$ cat src/rtl/pop_delay_array_if.sv
// Pop channel bundle between an upstream buffer controller and pop_delay_array.
// The controller is the master; the delay array is the slave.
interface pop_delay_array_if #(
    parameter int unsigned NCH = 4
);
    logic           mode;
    logic [NCH-1:0] pop_in;
    logic [NCH-1:0] pop_out;
    logic           tick;
    logic [NCH-1:0] ovf;
    logic           busy;

    modport master (
        output mode,
        output pop_in,
        input  pop_out,
        input  tick,
        input  ovf,
        input  busy
    );

    modport slave (
        input  mode,
        input  pop_in,
        output pop_out,
        output tick,
        output ovf,
        output busy
    );
endinterface

$ cat src/rtl/pop_delay_array.sv
// Per-channel pop delay line with slot-rate adaptation: either sample-and-hold once per
// slot (mode 0) or count pops and replay them one per slot without loss (mode 1).
module pop_delay_array #(
    parameter int unsigned NCH    = 4,
    parameter int unsigned DELAY  = 2,
    parameter int unsigned PERIOD = 3,
    parameter int unsigned CNT_W  = 3
) (
    input  logic                   clk,
    input  logic                   reset,
    pop_delay_array_if.slave       bus
);
    localparam int unsigned PW = (PERIOD > 1) ? $clog2(PERIOD) : 1;
    localparam logic [CNT_W-1:0] PMAX = {CNT_W{1'b1}};

    logic [NCH-1:0]   dl_q   [DELAY];
    logic [PW-1:0]    phase_q, phase_d;
    logic [CNT_W-1:0] pend_q [NCH];
    logic [CNT_W-1:0] pend_d [NCH];
    logic [NCH-1:0]   pop_q, pop_d;
    logic [NCH-1:0]   ovf_q, ovf_d;
    logic             tick_q, tick_d;
    logic             mode_q, mode_d;

    logic [NCH-1:0]   d_out;
    logic [NCH-1:0]   dec;
    logic             slot;

    assign d_out = dl_q[DELAY-1];
    assign slot  = (phase_q == PW'(PERIOD - 1));

    always_comb begin
        dec = '0;
        for (int i = 0; i < NCH; i++) begin
            dec[i] = slot && (pend_q[i] != '0);
        end
    end

    always_comb begin
        phase_d = slot ? '0 : phase_q + PW'(1);
        tick_d  = slot;
        pop_d   = pop_q;
        ovf_d   = ovf_q;
        pend_d  = pend_q;
        mode_d  = mode_q;
        if (bus.mode != mode_q) begin
            // Mode switch restarts the slot grid and drops anything pending.
            mode_d  = bus.mode;
            phase_d = '0;
            tick_d  = 1'b0;
            pop_d   = '0;
            for (int i = 0; i < NCH; i++) pend_d[i] = '0;
        end else if (!mode_q) begin
            if (slot) pop_d = d_out;
            for (int i = 0; i < NCH; i++) pend_d[i] = '0;
        end else begin
            pop_d = dec;
            for (int i = 0; i < NCH; i++) begin
                if (d_out[i] && !dec[i] && (pend_q[i] == PMAX)) begin
                    ovf_d[i] = 1'b1;
                end else begin
                    pend_d[i] = pend_q[i] + CNT_W'(d_out[i]) - CNT_W'(dec[i]);
                end
            end
        end
    end

    always_ff @(posedge clk) begin
        if (reset) begin
            dl_q    <= '{default: '0};
            phase_q <= '0;
            pend_q  <= '{default: '0};
            pop_q   <= '0;
            ovf_q   <= '0;
            tick_q  <= 1'b0;
            mode_q  <= 1'b0;
        end else begin
            dl_q[0] <= bus.pop_in;
            for (int k = 1; k < DELAY; k++) dl_q[k] <= dl_q[k-1];
            phase_q <= phase_d;
            pend_q  <= pend_d;
            pop_q   <= pop_d;
            ovf_q   <= ovf_d;
            tick_q  <= tick_d;
            mode_q  <= mode_d;
        end
    end

    always_comb begin
        bus.busy = 1'b0;
        for (int i = 0; i < NCH; i++) begin
            if (pend_q[i] != '0) bus.busy = 1'b1;
        end
    end

    assign bus.pop_out = pop_q;
    assign bus.ovf     = ovf_q;
    assign bus.tick    = tick_q;
endmodule

$ cat src/flat_wrapper.sv
// flat-port wrapper written by rule: the top's interface ports become plain ports
module pop_delay_array_flat 
#(
    parameter int unsigned NCH    = 4,
    parameter int unsigned DELAY  = 2,
    parameter int unsigned PERIOD = 3,
    parameter int unsigned CNT_W  = 3
)
  (clk, reset, bus_mode, bus_pop_in, bus_pop_out, bus_tick, bus_ovf, bus_busy);
  pop_delay_array_if #(.NCH(NCH)) bus_i ();
  input  logic clk;
  input  logic reset;
  input wire logic [$bits(bus_i.mode)-1:0] bus_mode;
  input wire logic [$bits(bus_i.pop_in)-1:0] bus_pop_in;
  output wire logic [$bits(bus_i.pop_out)-1:0] bus_pop_out;
  output wire logic [$bits(bus_i.tick)-1:0] bus_tick;
  output wire logic [$bits(bus_i.ovf)-1:0] bus_ovf;
  output wire logic [$bits(bus_i.busy)-1:0] bus_busy;
  assign bus_i.mode = bus_mode;
  assign bus_i.pop_in = bus_pop_in;
  assign bus_pop_out = bus_i.pop_out;
  assign bus_tick = bus_i.tick;
  assign bus_ovf = bus_i.ovf;
  assign bus_busy = bus_i.busy;
  pop_delay_array #(.NCH(NCH), .DELAY(DELAY), .PERIOD(PERIOD), .CNT_W(CNT_W)) u_core (.clk(clk), .reset(reset), .bus(bus_i));
endmodule
$ cat config.mk
export PLATFORM = sky130hd
export DESIGN_NAME = pop_delay_array_flat
export DESIGN_NICKNAME = d
export VERILOG_FILES = /design/src/rtl/pop_delay_array_if.sv /design/src/rtl/pop_delay_array.sv /design/src/flat_wrapper.sv
export SDC_FILE = /design/constraint.sdc
export NUM_CORES = 1
export LEC_CHECK = 0
export BUFFER_PORTS_ARGS = -buffer_cell sky130_fd_sc_hd__buf_2
export CORE_MARGIN = 2
export CORE_UTILIZATION = 34
export CTS_BUF_LIST = sky130_fd_sc_hd__clkbuf_8
export CTS_CLUSTER_DIAMETER = 150
export DETAILED_ROUTE_END_ITERATION = 16
export GPL_TIMING_DRIVEN = 0
export PLACE_DENSITY_LB_ADDON = 0.05
export SETUP_SLACK_MARGIN = 0.1
export SYNTH_ARGS = -nofsm -noshare
export SYNTH_HDL_FRONTEND = slang
export SYNTH_SLANG_ARGS = --single-unit
export TNS_END_PERCENT = 1
$ cat constraint.sdc
create_clock -name clk -period 2.15 [get_ports clk]
set_input_delay 0.3225 -clock clk [delete_from_list [all_inputs] [get_ports clk]]
set_output_delay 0.3225 -clock clk [all_outputs]
set_load 0.02 [all_outputs]
==> metrics.txt <==
# TYPE chip_impl_metric gauge
chip_impl_metric{name="power.ir.vdd_worst",unit="V"} 0.000389
chip_impl_metric{name="final_util",unit="%"} 45.2
chip_impl_metric{name="remaining_drc_errors",unit=""} 0
chip_impl_info{name="tritoncts",value="yes"} 1
chip_impl_metric{name="cts.sinks",unit=""} 32
chip_impl_metric{name="worst_ep_required_time",unit="ps"} 2310
chip_impl_info{name="violated_checks",value="negative setup slack"} 1
chip_impl_metric{name="grt_max_degree",unit=""} 11
chip_impl_metric{name="leakagePower",unit="nW"} 0.784
chip_impl_metric{name="die_x",unit="um"} 68.1
chip_impl_metric{name="power_per_cell_area",unit="mW/mm2"} 649
chip_impl_info{name="synthTopCellsByArea",value="sky130_fd_sc_hd__dfxtp_1 (46%), sky130_fd_sc_hd__ha_1 (8.1%), sky130_fd_sc_hd__nor2b_1 (7.2%)"} 1
chip_impl_metric{name="grt_pass1_wl",unit="um"} 4670
chip_impl_metric{name="detailedRoute.firstIterationViolations",unit=""} 40
chip_impl_metric{name="syn-num-nets",unit=""} 160
chip_impl_metric{name="netlist_area",unit="mm2"} 0.00140
chip_impl_metric{name="fin_nets",unit=""} 188
chip_impl_metric{name="fp.dieH",unit="um"} 68.1
chip_impl_info{name="worst_setup_path_start_kind",value="flop"} 1
chip_impl_info{name="clock_root_cell",value="sky130_fd_sc_hd__clkbuf_8"} 1
chip_impl_info{name="outcome",value="complete, but fails checks"} 1
chip_impl_metric{name="synthDominantCellAreaShare",unit="%"} 45.8
chip_impl_metric{name="report.final.hold_viol_count",unit=""} 0
chip_impl_metric{name="post_placement_cell_area",unit="mm2"} 0.00158
chip_impl_metric{name="final-max-slew-violation-count",unit=""} 0
chip_impl_metric{name="num_cts_buffers",unit=""} 5
chip_impl_metric{name="detail_route.wirelength",unit="um"} 2720
chip_impl_metric{name="postLayoutCellArea",unit="mm2"} 0.00179
chip_impl_metric{name="maxCapViolCount",unit=""} 0
chip_impl_metric{name="skew",unit="ps"} 5.90
chip_impl_metric{name="relSlewSlack",unit="%"} 75.2
chip_impl_metric{name="setup-violations-final",unit=""} 1
chip_impl_metric{name="final_critical_path_time_including_i_o_delays_and_setup",unit="ps"} 2170
chip_impl_info{name="critical_path.endpoint_type",value="flop"} 1
chip_impl_metric{name="cts_hold_repair.buffers",unit=""} 0
chip_impl_metric{name="h-tree-depth",unit=""} 2
chip_impl_info{name="post-synth-top-area-cell",value="sky130_fd_sc_hd__dfxtp_1"} 1
chip_impl_metric{name="postSynthRegisterBits",unit=""} 32
chip_impl_metric{name="area_growth_syn_to_layout",unit="%"} 28.3
chip_impl_metric{name="post_syn_instances",unit=""} 140
chip_impl_metric{name="synth_warnings",unit=""} 0
chip_impl_metric{name="floorplan.rows",unit=""} 23
chip_impl_metric{name="first_pass_iters",unit=""} 3
chip_impl_metric{name="post_route_cells_drive_above_1_share",unit="%"} 33.7
chip_impl_metric{name="ant_nets",unit=""} 0
chip_impl_metric{name="synth.distinct_cells",unit=""} 21
chip_impl_metric{name="drt-vias-per-instance",unit=""} 4.47
chip_impl_metric{name="globalRouteOverflowTotal",unit=""} 0
chip_impl_metric{name="synth_area_per_cell",unit="um2"} 9.99
chip_impl_info{name="setup_repair_after_global_routing_missed_its_margin",value="true"} 1
chip_impl_metric{name="period_share",unit="%"} 101
chip_impl_metric{name="clock_path_buffers",unit=""} 2
chip_impl_metric{name="grt.total_usage",unit="%"} 14.6
chip_impl_metric{name="grt_pass1_vias",unit=""} 1011
chip_impl_metric{name="initial_core_util",unit="%"} 35.2
chip_impl_metric{name="total_die_area",unit="mm2"} 0.00464
chip_impl_metric{name="post_drt_wl_per_cell",unit="um"} 12.4
chip_impl_metric{name="numPortBuffers",unit=""} 16
chip_impl_metric{name="count_of_fill_cells_added_during_filler_insertion",unit=""} 399
chip_impl_metric{name="worstPathArrival",unit="ps"} 2330
chip_impl_metric{name="cts.clk_slew.worst_paths",unit="ps"} 70
chip_impl_info{name="worstSetupPathType",value="reg2reg"} 1
chip_impl_metric{name="hold-path-cell-count",unit=""} 2
chip_impl_metric{name="worstSkewPairLatency",unit="ps"} 280
chip_impl_metric{name="hpwl",unit="um"} 1950
chip_impl_metric{name="worst_pin_slew",unit="ps"} 371
chip_impl_metric{name="yosysSeqAreaShare",unit="%"} 45.8
chip_impl_metric{name="ioPinCount",unit=""} 17
chip_impl_metric{name="finalWorstSetupSlack",unit="ps"} -16.9
chip_impl_metric{name="max_clock_freq",unit="MHz"} 461
chip_impl_metric{name="initial_antenna_violation_count",unit=""} 0
chip_impl_metric{name="num_vias",unit=""} 980
chip_impl_metric{name="total_power",unit="W"} 0.00116
chip_impl_metric{name="gp_congestion",unit=""} 0.719
chip_impl_metric{name="r2r_cells",unit=""} 12
chip_impl_info{name="min-delay-path-class",value="in2reg"} 1
chip_impl_metric{name="timing.critical_path.fanout_max",unit=""} 5
chip_impl_metric{name="antenna_cells_inserted",unit=""} 0
chip_impl_metric{name="core-area",unit="mm2"} 0.00397
[stage by stage]
stage                     std cells  worst slack [ps]  hold slack (ps)  TNS (ps)
after detailed placement        206              -109              408      -248
final                           219             -16.9              248     -16.9
after floorplan                 140              79.8              394         0
after global placement          206             -65.0              401      -128
after CTS                       218             -66.1              238     -99.8
after global routing            219              -144              266      -333
[where the power goes]
part,total [W],leakage (nW),internal [W],switching (W)
clock network,0.000469,0.0510,0.000255,0.000214
registers,0.000616,0.261,0.000608,0.00000820
logic,0.0000788,0.471,0.0000384,0.0000403
total,0.00116,0.784,0.000901,0.000262
[metal layers]
| layer | routed length [um] | global-route usage (%) | up-vias |
|---|---|---|---|
| met3 | 126 | 5.43 | 6 |
| met1 | 1250 | 17.5 | 443 |
| met4 | 51 | 6.00 | 0 |
| met2 | 1300 | 23.4 | 16 |
| li1 | - | - | 515 |
| met5 | 0 | 0 | - |
[cell usage in the layout, fill, tap and decap left out, types with 3 or more instances in the layout]
cell                       instances
sky130_fd_sc_hd__mux2i_1           4
sky130_fd_sc_hd__o22ai_1           4
sky130_fd_sc_hd__ha_4              3
sky130_fd_sc_hd__clkbuf_8          6
sky130_fd_sc_hd__nand4_1           5
sky130_fd_sc_hd__dfxtp_1          30
sky130_fd_sc_hd__xnor2_1           4
sky130_fd_sc_hd__nor2b_1          12
sky130_fd_sc_hd__buf_4             5
sky130_fd_sc_hd__inv_1            21
sky130_fd_sc_hd__buf_2            17
sky130_fd_sc_hd__nor2b_2           3
sky130_fd_sc_hd__o211a_1           4
sky130_fd_sc_hd__ha_1              5
sky130_fd_sc_hd__fa_2              4
sky130_fd_sc_hd__nand2_1           4
sky130_fd_sc_hd__a21oi_1          12
[cell type report]
class	count	area (um2)	share of cell area, %
flip-flops and latches	32	643	35.8
well taps	50	62.6	3.49
inverters	24	92.6	5.16
clock buffers	6	82.6	4.60
plain buffers	3	31.3	1.74
repair buffers	21	118	6.56
multi-input cells	81	754	42.1
clock inverters	2	10.0	0.558
[synth_stat cells]
cell type,n
sky130_fd_sc_hd__dfxtp_1,32
sky130_fd_sc_hd__inv_1,24
sky130_fd_sc_hd__nor2b_1,16
sky130_fd_sc_hd__a21oi_1,12
sky130_fd_sc_hd__ha_1,9
sky130_fd_sc_hd__nand4_1,5
sky130_fd_sc_hd__xnor2_1,5
sky130_fd_sc_hd__fa_1,4
sky130_fd_sc_hd__mux2i_1,4
sky130_fd_sc_hd__nand2_1,4
sky130_fd_sc_hd__nor3_1,4
sky130_fd_sc_hd__o211a_1,4
sky130_fd_sc_hd__o22ai_1,4
sky130_fd_sc_hd__xor2_1,4
sky130_fd_sc_hd__buf_6,2
sky130_fd_sc_hd__nor4_1,2
sky130_fd_sc_hd__and2_1,1
sky130_fd_sc_hd__buf_2,1
sky130_fd_sc_hd__nand2_2,1
sky130_fd_sc_hd__nor2_1,1
sky130_fd_sc_hd__nor2b_2,1
[worst paths after layout]
check                         start          endpoint  slack [ps]
hold reg to reg      u_core.dl_q[4]   u_core.d_out[0]         440
hold / removal        bus_pop_in[3]    u_core.dl_q[7]         250
setup / recovery  u_core.phase_q[0]  u_core.pend_q[5]         -20
setup reg to reg  u_core.phase_q[0]  u_core.pend_q[5]         -20
[registers in the layout (all words and copies together) (netlist names)]
name                flops
u_core.dl_q             4
u_core.bus.ovf          4
u_core.pend_q          12
u_core.phase_q          2
u_core.mode_q           1
u_core.bus.pop_out      4
u_core.bus.tick         1
u_core.d_out            4
[cells by family after synthesis]
family / after synthesis / share of synthesized area [%]
AOI/OAI and AO/OA: 20 / 8.94
xor gates and xnor gates: 9 / 5.63
adders and majority gates: 13 / 13.8
buffers and inverters: 27 / 8.41
DFF: 32 / 45.8
muxes: 4 / 2.86
and+or+nand+nor: 35 / 14.6
[critical path, stage by stage (launching register included)]
cell,delay [ps]
sky130_fd_sc_hd__dfxtp_2,330
sky130_fd_sc_hd__inv_2,40
sky130_fd_sc_hd__ha_4,170
sky130_fd_sc_hd__buf_8,120
sky130_fd_sc_hd__nor2b_2,150
sky130_fd_sc_hd__ha_1,270
sky130_fd_sc_hd__inv_1,50
sky130_fd_sc_hd__ha_1,130
sky130_fd_sc_hd__inv_1,50
sky130_fd_sc_hd__fa_2,350
sky130_fd_sc_hd__xor2_2,160
sky130_fd_sc_hd__xnor2_1,150
sky130_fd_sc_hd__a21oi_1,80
[timing repair]
item | 4_1_cts | 5_1_grt
resized for setup | 11 | 7
buffers inserted | 4 | 1
pin swaps | 13 | 5
endpoints found under the setup margin | 6 | 7
Note: power is estimated with default switching activity, not from simulation.
